File: config.mk
export PLATFORM = sky130hd
export DESIGN_NAME = demux_lane_collect_flat
export DESIGN_NICKNAME = d
export VERILOG_FILES = /design/src/rtl/demux_lane_collect_pkg.sv /design/src/rtl/demux_lane_collect_if.sv /design/src/rtl/demux_lane_collect_lane_reg.sv /design/src/rtl/demux_lane_collect.sv /design/src/flat_wrapper.sv
export SDC_FILE = /design/constraint.sdc
export NUM_CORES = 1
export LEC_CHECK = 0
export CAP_MARGIN = 20
export CELL_PAD_IN_SITES_DETAIL_PLACEMENT = 0
export CELL_PAD_IN_SITES_GLOBAL_PLACEMENT = 1
export CORE_UTILIZATION = 31
export DETAILED_ROUTE_END_ITERATION = 7
export PLACE_DENSITY_LB_ADDON = 0.1
export SLEW_MARGIN = 20
export SYNTH_ARGS = -nofsm -noshare
export SYNTH_HDL_FRONTEND = slang
export SYNTH_SLANG_ARGS = --single-unit
File: constraint.sdc
create_clock -name clk -period 2 [get_ports clk]
set_input_delay 0.4 -clock clk [delete_from_list [all_inputs] [get_ports clk]]
set_output_delay 0.4 -clock clk [all_outputs]
set_load 0.005 [all_outputs]
File: src/rtl/demux_lane_collect_pkg.sv
// State encoding and default lane geometry shared by demux_lane_collect
// and its bench.
package demux_lane_collect_pkg;
    typedef enum logic [1:0] {
        ST_IDLE    = 2'd0,
        ST_COLLECT = 2'd1,
        ST_FULL    = 2'd2
    } state_t;

    localparam int DEF_NR_LANE = 4;
    localparam int DEF_LANE_W  = 2;
    localparam int DEF_KEY_W   = 2;
    localparam int DEF_TIMEOUT = 16;
endpackage

File: src/rtl/demux_lane_collect_if.sv
// Keyed beat input and assembled word output of demux_lane_collect.
// The slave side is the collector, the master side the surrounding logic.
interface demux_lane_collect_if #(
    parameter int NR_LANE = demux_lane_collect_pkg::DEF_NR_LANE,
    parameter int LANE_W  = demux_lane_collect_pkg::DEF_LANE_W,
    parameter int KEY_W   = demux_lane_collect_pkg::DEF_KEY_W
);
    logic                      in_valid;
    logic                      in_ready;
    logic [KEY_W-1:0]          in_key;
    logic [LANE_W-1:0]         in_data;
    logic                      out_valid;
    logic                      out_ready;
    logic [NR_LANE*LANE_W-1:0] out_word;
    logic [NR_LANE-1:0]        out_mask;
    logic                      err_key;

    modport slave (
        input  in_valid, in_key, in_data, out_ready,
        output in_ready, out_valid, out_word, out_mask, err_key
    );

    modport master (
        output in_valid, in_key, in_data, out_ready,
        input  in_ready, out_valid, out_word, out_mask, err_key
    );
endinterface

File: src/rtl/demux_lane_collect_lane_reg.sv
// One lane slot: payload register plus a written flag, both cleared
// synchronously; clear wins over write.
module demux_lane_reg #(
    parameter int W = 2
) (
    input  logic         clk,
    input  logic         i_clr,
    input  logic         i_we,
    input  logic [W-1:0] i_d,
    output logic [W-1:0] o_q,
    output logic         o_written
);
    logic [W-1:0] r_q;
    logic         r_written;

    always_ff @(posedge clk) begin
        if (i_clr) begin
            r_q       <= '0;
            r_written <= 1'b0;
        end else if (i_we) begin
            r_q       <= i_d;
            r_written <= 1'b1;
        end
    end

    assign o_q       = r_q;
    assign o_written = r_written;
endmodule

File: src/rtl/demux_lane_collect.sv
// Steers keyed lane beats into a word and hands it out once every lane
// is written. DEMUX_TIMEOUT_EN adds an idle timer that flushes a partial frame.
module demux_lane_collect
    import demux_lane_collect_pkg::*;
#(
    parameter int NR_LANE = DEF_NR_LANE,
    parameter int LANE_W  = DEF_LANE_W,
    parameter int KEY_W   = DEF_KEY_W
`ifdef DEMUX_TIMEOUT_EN
    ,
    parameter int TIMEOUT = DEF_TIMEOUT
`endif
) (
    input  logic                clk,
    input  logic                rst,
    demux_lane_collect_if.slave bus
);
    state_t                    r_state;
    state_t                    w_state_nxt;
    state_t                    w_frame_st;
    logic                      w_out_valid;
    logic                      w_acc;
    logic                      w_hs;
    logic                      w_clr;
    logic                      w_in_range;
    logic                      w_expire;
    logic                      r_err;
    logic [NR_LANE-1:0]        w_we;
    logic [NR_LANE-1:0]        w_mask;
    logic [NR_LANE-1:0]        w_mask_nxt;
    logic [NR_LANE*LANE_W-1:0] w_word;

    assign w_acc      = bus.in_valid && !w_out_valid;
    assign w_hs       = w_out_valid && bus.out_ready;
    assign w_clr      = rst || w_hs;
    assign w_in_range = 32'(bus.in_key) < NR_LANE;

    for (genvar k = 0; k < NR_LANE; k++) begin : g_lane
        assign w_we[k] = w_acc && w_in_range && (32'(bus.in_key) == k);

        demux_lane_reg #(.W(LANE_W)) u_lane (
            .clk       (clk),
            .i_clr     (w_clr),
            .i_we      (w_we[k]),
            .i_d       (bus.in_data),
            .o_q       (w_word[LANE_W*k +: LANE_W]),
            .o_written (w_mask[k])
        );
    end

    // Where an accepted beat leaves the frame; out-of-range keys leave it as is.
    assign w_mask_nxt = w_mask | w_we;
    assign w_frame_st = (&w_mask_nxt) ? ST_FULL :
                        (|w_mask_nxt) ? ST_COLLECT : ST_IDLE;

`ifdef DEMUX_TIMEOUT_EN
    localparam int TW = $clog2(TIMEOUT + 1);
    logic [TW-1:0] r_timer;

    always_ff @(posedge clk) begin
        if (rst || r_state != ST_COLLECT || w_acc)
            r_timer <= '0;
        else
            r_timer <= r_timer + TW'(1);
    end

    assign w_expire = (r_state == ST_COLLECT) && !w_acc &&
                      (r_timer == TW'(TIMEOUT - 1));
`else
    assign w_expire = 1'b0;
`endif

    always_ff @(posedge clk) begin
        if (rst)
            r_state <= ST_IDLE;
        else
            r_state <= w_state_nxt;
    end

    always_comb begin
        w_state_nxt = r_state;
        unique case (r_state)
            ST_IDLE:
                if (w_acc) w_state_nxt = w_frame_st;
            ST_COLLECT:
                if (w_acc)         w_state_nxt = w_frame_st;
                else if (w_expire) w_state_nxt = ST_FULL;
            ST_FULL:
                if (bus.out_ready) w_state_nxt = ST_IDLE;
            default:
                w_state_nxt = ST_IDLE;
        endcase
    end

    always_comb begin
        w_out_valid = (r_state == ST_FULL);
    end

    always_ff @(posedge clk) begin
        if (rst)
            r_err <= 1'b0;
        else if (w_acc && !w_in_range)
            r_err <= 1'b1;
    end

    assign bus.in_ready  = !w_out_valid;
    assign bus.out_valid = w_out_valid;
    assign bus.out_word  = w_word;
    assign bus.out_mask  = w_mask;
    assign bus.err_key   = r_err;
endmodule

File: src/flat_wrapper.sv
// flat-port wrapper written by rule: the top's interface ports become plain ports
module demux_lane_collect_flat import demux_lane_collect_pkg::*;
#(
    parameter int NR_LANE = DEF_NR_LANE,
    parameter int LANE_W  = DEF_LANE_W,
    parameter int KEY_W   = DEF_KEY_W

)
  (clk, rst, bus_in_valid, bus_in_key, bus_in_data, bus_out_ready, bus_in_ready, bus_out_valid, bus_out_word, bus_out_mask, bus_err_key);
  demux_lane_collect_if #(.NR_LANE(NR_LANE), .LANE_W(LANE_W), .KEY_W(KEY_W)) bus_i ();
  input  logic clk;
  input  logic rst;
  input wire logic [$bits(bus_i.in_valid)-1:0] bus_in_valid;
  input wire logic [$bits(bus_i.in_key)-1:0] bus_in_key;
  input wire logic [$bits(bus_i.in_data)-1:0] bus_in_data;
  input wire logic [$bits(bus_i.out_ready)-1:0] bus_out_ready;
  output wire logic [$bits(bus_i.in_ready)-1:0] bus_in_ready;
  output wire logic [$bits(bus_i.out_valid)-1:0] bus_out_valid;
  output wire logic [$bits(bus_i.out_word)-1:0] bus_out_word;
  output wire logic [$bits(bus_i.out_mask)-1:0] bus_out_mask;
  output wire logic [$bits(bus_i.err_key)-1:0] bus_err_key;
  assign bus_i.in_valid = bus_in_valid;
  assign bus_i.in_key = bus_in_key;
  assign bus_i.in_data = bus_in_data;
  assign bus_i.out_ready = bus_out_ready;
  assign bus_in_ready = bus_i.in_ready;
  assign bus_out_valid = bus_i.out_valid;
  assign bus_out_word = bus_i.out_word;
  assign bus_out_mask = bus_i.out_mask;
  assign bus_err_key = bus_i.err_key;
  demux_lane_collect #(.NR_LANE(NR_LANE), .LANE_W(LANE_W), .KEY_W(KEY_W)) u_core (.clk(clk), .rst(rst), .bus(bus_i));
endmodule
; After elaboration in Yosys (flattened, before gate mapping)
; Cells that the tools add are included.
[word_totals]
reg_bits = 14
input_bits = 8
elab_cells = 36
[op_classes]
eq_ne = 7
mux = 5
bitwise_logic = 1
reduce_logical = 14
[op_table]
columns = op, n
row1 = equality test 2 bit (second input constant), 3
row2 = logical AND 1 bit, 6
row3 = two-way mux 2 bit, 3
row4 = equality test 2 x 1 -> 1 bit (second input constant), 2
row5 = logical NOT 2 bit, 2
row6 = OR 4 bit, 1
row7 = case mux 2 bit (2 select lines), 1
row8 = AND reduction 4 bit, 1
row9 = OR reduction 4 bit, 1
row10 = inequality test 2 x 1 -> 1 bit (second input constant), 1
row11 = inequality test 2 bit (second input constant), 1
row12 = AND reduction 2 bit, 1
row13 = OR reduction 2 bit, 1
row14 = logical NOT 1 bit, 1
row15 = logical OR 1 bit, 1
row16 = two-way mux 1 bit, 1

; Depth between registers and ports, before layout
; Gate-level depths: netlist (run 1).
[depth]
ltp_word = 10
mapped_depth = 6

; Modules after synthesis
; Synthesis (run 1) repeated with hierarchy kept, for this count alone.
[hier_totals]
cells_unflattened = 64
area_unflattened_um2 = 580.6
[by_module_without_submodules]
columns = mod, instances, cells_each, area_per_inst_um2, seq_area_each_um2
row1 = demux_lane_reg, 4, 9, 95.1, 60.1
row2 = demux_lane_collect, 1, 28, 200.2, 40.0

; Worst setup path before layout (run 1)
; OpenSTA, ideal clock, no wires.
[synth_timing]
path_kind = input port to flip-flop
start = input bus_in_key[0]
end = register u_core.r_state[1]
setup_time_ns = 0.096
t_arrival_ns = 1.418
required_time_ns = 1.904
slack_ns = 0.486
stages = 5
path_buffers = 1
cell_sequence = nand2b_1 > or3b_1 > buf_2 > a2bb2oi_2 > o41ai_2
[synth_between]
elab_chain_len = 7
[synth_rtl]
columns = item, line_no
row1 = start: declaration, flat_wrapper.sv:14  ; input wire logic [$bits(bus_i.in_key)-1:0] bus_in_key;
row2 = equality test 2 x 1 -> 1 bit (tied with other cells), demux_lane_collect.sv:39  ; assign w_we[k] = w_acc && w_in_range && (32'(bus.in_key) == k);
row3 = logical AND 1 bit, demux_lane_collect.sv:39
row4 = OR 4 bit *, demux_lane_collect.sv:52  ; assign w_mask_nxt = w_mask | w_we;
row5 = AND reduction 4 bit *, demux_lane_collect.sv:53  ; assign w_frame_st = (&w_mask_nxt) ? ST_FULL :
row6 = two-way mux 2 bit *, demux_lane_collect.sv:53
row7 = two-way mux 2 bit *, "demux_lane_collect.sv:84, demux_lane_collect.sv:86"
row8 = case mux 2 bit (2 select lines) *, demux_lane_collect.sv:82  ; unique case (r_state)
row9 = end signal: assignment, demux_lane_collect.sv:77  ; r_state <= w_state_nxt;
row10 = end: declaration, demux_lane_collect.sv:18  ; state_t r_state;
; Every way passes the cells marked *; elsewhere a longest branch is shown, timed or not. The select of a mux whose other input is x is not followed.
; A chain may end at the register's enable or synchronous reset.

; Worst setup path in the final report (run 1)
[layout_timing]
start = register u_core.r_state[1]
end = output bus_out_valid
[layout_between]
elab_chain_len = 1
[layout_rtl]
columns = item, line_no
row1 = equality test 2 bit, demux_lane_collect.sv:96  ; w_out_valid = (r_state == ST_FULL);
row2 = end: declaration, flat_wrapper.sv:18  ; output wire logic [$bits(bus_i.out_valid)-1:0] bus_out_valid;
; No other way between the ends.

==> PnR_summary.wiki, run 1 <==
{| class="wikitable"
! Metric !! Value
|-
| Core box area || 1800 sq um
|-
| Nets || 95
|-
| Post-detailed-route via-to-cell ratio || 4.51
|-
| Fin Clk Skew || 0.00949 ns
|-
| Largest voltage drop on the vdd net || 292 uV
|-
| Critical R2R Launch || u_core.r_state[0]
|-
| FF-to-FF path depth || 5
|-
| Via count of the first global-routing pass || 443
|-
| Most used standard cell by instance count after synthesis || dfxtp_1
|-
| Number of hold buffers added after cts || 0
|-
| Post-layout minimum cycle time || 1.79 ns
|-
| Final weighted congestion in routability-driven placement || 0.783
|-
| Maximum number of pins on one net before global-route repair || 13
|-
| Cell type with the highest aggregate area in the netlist || dfxtp_1
|-
| Count of fill cells added during filler insertion || 179
|-
| Number of flops mapped to enable cells by yosys || 0
|-
| Top cells by instance count after synthesis || dfxtp_1 (14), nor2_1 (11), mux2i_1 (8)
|-
| Layout Utilization || 0.492
|-
| Post-synthesis net count || 71
|-
| Detail-routed net length per standard cell || 11.3 um
|-
| Total track usage || 0.142
|-
| Syn Inst Count || 63
|-
| Final worst-path cycle share || 0.896
|-
| Number of placed I/O pins || 23
|-
| Final antenna-violating net count || 0
|-
| TritonCTS clock tree || built
|-
| Total via count in the routed design || 501
|-
| DIE AREA || 2180 sq um
|-
| Starting Density || 0.343
|-
| Layout overhead on the synthesized area || 43.5%
|-
| HPWL reported at the end of detailed placement || 928 um
|-
| Post CTS Setup Buffer Count || 0
|-
| Final routed wirelength across all metal layers || 1250 um
|-
| Setup repair after global routing missed its margin || false
|-
| Std-Cell Rows || 15
|-
| Sequential area share after synthesis || 0.453
|-
| Net switching component of the power || 0.136 mW
|-
| Die extent in y || 46.7 um
|-
| Ratio of cells with drive above 1 in the final layout || 0.163
|-
| Part of the power in the clock network || 0.355
|-
| Critical Path Sink Type || output pin
|-
| Post-synthesis register bit count || 14
|-
| Reg2Reg Capture Point || u_core.r_state[1]
|-
| Critical path type || reg -> out
|-
| Min-delay src || u_core.g_lane[3].u_lane.o_written
|-
| Starting DRT DRC Count || 7
|-
| Data required time of the worst path || 1.60 ns
|-
| H-tree depth reported by CTS || 1
|-
| End point of the most critical hold path || u_core.g_lane[3].u_lane.o_written
|-
| Antenna violations before repair || 0
|-
| Portion of total power attributed to combinational logic || 0.139
|-
| Maximum Capacitance Violations || 0
|-
| Number of gates given a new drive strength after cts || 0
|-
| Total DRC errors in the routed layout || 0
|-
| Path type of the worst min-delay path || reg -> reg
|-
| Crit path arrival time || 1.39 ns
|-
| Number of port buffers || 21
|-
| Syn_area_per_cell || 9.81 sq um
|-
| Worst hold path stage count || 2
|-
| Horizontal die dimension || 46.7 um
|-
| Final-report hold violation count || 0
|-
| Worst reg-to-reg setup slack || 0.52 ns
|-
| Net Sw Frac || 0.231
|-
| Final Total Pwr || 0.587 mW
|-
| Clock transition at the register clock pins on the worst setup and hold paths after CTS || 0.09 ns
|-
| Launching element type of the critical path || register
|-
| Sequential group share of total power || 0.506
|-
| Clock Sink Count || 14
|-
| Clock latency reported for the late side of the worst-skew pair || 0.29 ns
|-
| Largest cells by area after synthesis || dfxtp_1 (45%), mux2i_1 (13%), nor2_1 (6.7%)
|-
| Endpoints failing setup || 0
|-
| Count of yosys warnings during synthesis || 0
|-
| Leak || 0.369 nW
|-
| Total congestion overflow after global routing || 0
|-
| Wire length of the first global-routing pass || 2060 um
|-
| Combined area of all synthesized cells || 618 sq um
|-
| Antenna fix cells || 0
|-
| Total CTS buffers || 3
|-
| Pre-antenna DRT Iters || 3
|-
| Result of the run || finished clean
|-
| Worst-case clock buffer depth || 2
|-
| Yosys cell types || 25
|-
| Ys async rst share || 0
|-
| Maximum fanout along the worst path || 6
|-
| Prevailing post-synth register cell || dfxtp_1
|-
| Design internal power || 0.451 mW
|-
| Root cell of the clock tree || clkbuf_4
|-
| PwrDens || 661 nW/um^2
|-
| Total negative slack for setup checks || 0 ns
|-
| Slew Viols, Final || 0
|-
| Final hold slack || 0.474 ns
|-
| Maximum operating frequency || 558 MHz
|-
| Share of Yosys cell area claimed by the top area cell type || 0.453
|}
sequential cells by signal, summed over array words and instances, names as in the netlist:
name and cells:
u_core.g_lane.u_lane.o_q 8, u_core.g_lane.u_lane.o_written 4, u_core.r_state 2
through the flow:
stage                     instances  setup WS, ns  area, sq um
after floorplan                  63         0.486          618
after global placement          107        0.0962          851
after detailed placement        107        0.0842          851
after CTS                       111         0.190          887
after global routing            111         0.126          887
final                           111         0.208          887
power groups by stage:
stage,logic (mW),clock network [mW],registers [mW]
finish,0.0818,0.208,0.297
global route,0.0904,0.238,0.298
CTS,0.0831,0.217,0.297
floorplan,0.0403,0,0.303
global placement,0.0823,0,0.303
detailed placement,0.0824,0,0.303
worst max path at each step:
stage | from | to | slack, ns
3_3_place_gp | bus_in_key[0] | u_core.r_state[1] | 0.1
4_1_cts | u_core.r_state[1] | bus_out_valid | 0.19
3_5_place_dp | bus_in_key[0] | u_core.r_state[1] | 0.08
2_1_floorplan | bus_in_key[0] | u_core.r_state[1] | 0.49
5_1_grt | u_core.r_state[1] | bus_out_valid | 0.13
6_report | u_core.r_state[1] | bus_out_valid | 0.21
worst max-delay path, stage by stage, from the launching register on:
cell and delay [ns]:
dfxtp_1 0.42, nand2b_4 0.10, inv_4 0.09, clkdlybuf4s50_1 0.50
layer usage:
layer | vias up | share of wire | GRT usage
met5 | - | 0 | 0
met4 | 0 | 0.0096 | 0.0686
met3 | 2 | 0.085 | 0.0784
met2 | 20 | 0.42 | 0.197
met1 | 222 | 0.48 | 0.176
li1 | 257 | - | -
cells by family (layout without fill, tap and decap cells):
| logic type | Yosys count | in the layout | share of synthesized area |
|---|---|---|---|
| other cells | 1 | 1 | 0.00607 |
| mux | 8 | 8 | 0.130 |
| simple gates | 21 | 21 | 0.176 |
| compound gates | 8 | 8 | 0.132 |
| flops | 14 | 14 | 0.453 |
| buf+inv | 11 | 34 | 0.103 |
cell usage in the layout, fill, tap and decap left out:
| cell type | Yosys | layout |
|---|---|---|
| o221a_1 | 1 | 1 |
| o31ai_2 | 1 | 1 |
| o221ai_1 | 1 | 1 |
| or3_1 | 1 | 1 |
| nor2_1 | 11 | 11 |
| nor3_1 | 2 | 2 |
| nand2_1 | 1 | 1 |
| and3_1 | 1 | 1 |
| nand2b_1 | 1 | 1 |
| clkbuf_8 | 0 | 1 |
| inv_4 | 1 | 1 |
| dfxtp_1 | 14 | 14 |
| o41ai_2 | 1 | 1 |
| conb_1 | 1 | 1 |
| clkbuf_4 | 0 | 3 |
| inv_1 | 3 | 3 |
| a2bb2oi_2 | 1 | 1 |
| or3b_1 | 1 | 1 |
| a21o_1 | 1 | 1 |
| a21oi_1 | 2 | 2 |
| buf_4 | 5 | 5 |
| nand4_1 | 1 | 1 |
| nand2b_4 | 1 | 1 |
| mux2i_1 | 8 | 8 |
| clkdlybuf4s50_1 | 0 | 21 |
| nor2b_1 | 1 | 1 |
area by class of cell:
cell class	count	area [sq um]	area share
Timing Repair Buffer	26	248	0.279
Tap cell	25	31.3	0.0353
Sequential cell	14	280	0.316
Clock buffer	4	36.3	0.0409
Multi-Input combinational cell	38	274	0.309
Inverter	4	17.5	0.0197
Note: power is estimated with default switching activity, not from simulation.
==> run 2: changes to the inputs <==
- CORE_MARGIN: not set -> 3
- CTS_BUF_LIST: not set -> sky130_fd_sc_hd__clkbuf_16
==> run 2 against run 1 <==
Against the previous run:
- register-to-register slack gained 0.03 ns
- global-route usage shrank 2.3 points
- first-iteration DRC count shrank 57%
- clock skew shrank 0.0078 ns
- flip-flop and latch count is the same
- setup slack gained 0.074 ns
- worst hold slack lost 0.0028 ns
- critical path type unchanged
- largest power group is now the clock network
==> PnR_summary.wiki, run 2 (synthesis results as in run 1) <==
{| class="wikitable"
! Metric !! Value
|-
| Slew Viols, Final || 0 (unchanged)
|-
| Final weighted congestion in routability-driven placement || 0.807 (was 0.783)
|-
| Layout overhead on the synthesized area || 51.6% (was 43.5%)
|-
| Total DRC errors in the routed layout || 0 (unchanged)
|-
| Path type of the worst min-delay path || reg -> reg (unchanged)
|-
| HPWL reported at the end of detailed placement || 1020 um (was 928 um)
|-
| Clock transition at the register clock pins on the worst setup and hold paths after CTS || 0.05 ns (was 0.09 ns)
|-
| Result of the run || finished clean (unchanged)
|-
| Ratio of cells with drive above 1 in the final layout || 0.161 (was 0.163)
|-
| Final antenna-violating net count || 0 (unchanged)
|-
| DIE AREA || 2570 sq um (was 2180 sq um)
|-
| Number of flip-flops under the largest register name || 8 (unchanged)
|-
| Number of port buffers || 21 (unchanged)
|-
| Number of gates given a new drive strength after cts || 0 (unchanged)
|-
| Core box area || 1800 sq um (unchanged)
|-
| Data required time of the worst path || 1.60 ns (about the same)
|-
| Total via count in the routed design || 504 (was 501)
|-
| H-tree depth reported by CTS || 1 (unchanged)
|-
| Total CTS buffers || 3 (unchanged)
|-
| Final routed wirelength across all metal layers || 1340 um (was 1250 um)
|-
| Starting Density || 0.343 (unchanged)
|-
| Crit path arrival time || 1.32 ns (was 1.39 ns)
|-
| Critical Path Sink Type || output pin (unchanged)
|-
| Largest voltage drop on the vdd net || 433 uV (was 292 uV)
|-
| Horizontal die dimension || 50.7 um (was 46.7 um)
|-
| Maximum Capacitance Violations || 0 (unchanged)
|-
| Maximum fanout along the worst path || 6 (unchanged)
|-
| Endpoints failing setup || 0 (unchanged)
|-
| Detail-routed net length per standard cell || 11.9 um (was 11.3 um)
|-
| Worst hold path stage count || 2 (unchanged)
|-
| FF-to-FF path depth || 5 (unchanged)
|-
| Final worst-path cycle share || 0.859 (was 0.896)
|-
| Post-detailed-route via-to-cell ratio || 4.50 (was 4.51)
|-
| Nets || 96 (was 95)
|-
| TritonCTS clock tree || built (unchanged)
|-
| Worst-case clock buffer depth || 2 (unchanged)
|-
| Clock Sink Count || 14 (unchanged)
|-
| Antenna violations before repair || 0 (unchanged)
|-
| Leak || 0.391 nW (was 0.369 nW)
|-
| Most frequent cells in the layout || clkdlybuf4s50_1 (21), dfxtp_1 (14), nor2_1 (11), mux2i_1 (8), buf_4 (6) (was clkdlybuf4s50_1 (21), dfxtp_1 (14), nor2_1 (11), mux2i_1 (8), buf_4 (5))
|-
| Antenna fix cells || 0 (unchanged)
|-
| PwrDens || 805 nW/um^2 (was 661 nW/um^2)
|-
| Starting DRT DRC Count || 3 (was 7)
|-
| Launching element type of the critical path || register (unchanged)
|-
| Setup repair after global routing missed its margin || false (unchanged)
|-
| Layout Utilization || 0.520 (was 0.492)
|-
| Final Total Pwr || 0.754 mW (was 0.587 mW)
|-
| Clock latency reported for the late side of the worst-skew pair || 0.24 ns (was 0.29 ns)
|-
| Root cell of the clock tree || clkbuf_16 (was clkbuf_4)
|-
| Post-layout minimum cycle time || 1.72 ns (was 1.79 ns)
|-
| Maximum operating frequency || 582 MHz (was 558 MHz)
|-
| Commonest non-fill, non-tap cell in the layout || clkdlybuf4s50_1 (unchanged)
|-
| Maximum number of pins on one net before global-route repair || 13 (unchanged)
|-
| Via count of the first global-routing pass || 504 (was 443)
|-
| Number of placed I/O pins || 23 (unchanged)
|-
| Number of hold buffers added after cts || 0 (unchanged)
|-
| Total track usage || 0.120 (was 0.142)
|-
| Final-report hold violation count || 0 (unchanged)
|-
| Std-Cell Rows || 15 (unchanged)
|-
| Die extent in y || 50.7 um (was 46.7 um)
|-
| Post CTS Setup Buffer Count || 0 (unchanged)
|-
| Critical path type || reg -> out (unchanged)
|-
| Pre-antenna DRT Iters || 2 (was 3)
|-
| Total congestion overflow after global routing || 0 (unchanged)
|-
| Wire length of the first global-routing pass || 2290 um (was 2060 um)
|-
| Total negative slack for setup checks || 0 ns (unchanged)
|-
| Fin Clk Skew || 0.00165 ns (was 0.00949 ns)
|}
[run 2: cell types whose count changed in the layout (fill, tap and decap cells not counted)]
cell       delta
buf_4         +1
clkbuf_8      -1
clkbuf_16     +3
clkinv_1      +1
clkbuf_4      -3
[run 2: metrics by stage]
stage	worst slack, ns	instance area [sq um]	hold slack, ns	std cells
after global placement	0.101	858	0.458	108
after detailed placement	0.0655	858	0.465	108
after CTS	0.271	937	0.474	112
after global routing	0.207	937	0.495	112
final	0.282	937	0.471	112
after floorplan	0.486	618	0.437	63
[run 2: final timing paths]
kind,from,to,slack [ns]
setup / recovery,u_core.r_state[1],bus_out_valid,0.28
hold / removal,u_core.g_lane[3].u_lane.o_written,u_core.g_lane[3].u_lane.o_written,0.47
setup reg to reg,u_core.r_state[0],u_core.r_state[1],0.55
hold reg to reg,u_core.g_lane[3].u_lane.o_written,u_core.g_lane[3].u_lane.o_written,0.47
[run 2: final cells by class]
class,instances,area (sq um)
fill,180,865
inverter,4,17.5
timing repair buffer,27,255
sequential,14,280
tap,25,31.3
clock inverter,1,3.75
multi-input combinational,38,274
clock buffer,3,75.1
[run 2: power by group]
part	switching, mW	leakage [nW]	internal [mW]
Sequential	0.00654	0.114	0.291
Combinational	0.0326	0.238	0.0514
Clock	0.109	0.0385	0.264
[run 2: worst max-delay path, stage by stage, from the launching register on]
cell             delay [ns]
dfxtp_1                0.40
nand2b_4               0.09
inv_4                  0.08
clkdlybuf4s50_1        0.50
[run 2: routing by layer]
metal,vias up,track usage,wire length (um)
met5,-,0,0
met4,0,0.0538,13
met3,2,0.0504,93
met2,14,0.191,609
met1,230,0.138,621
li1,258,-,-
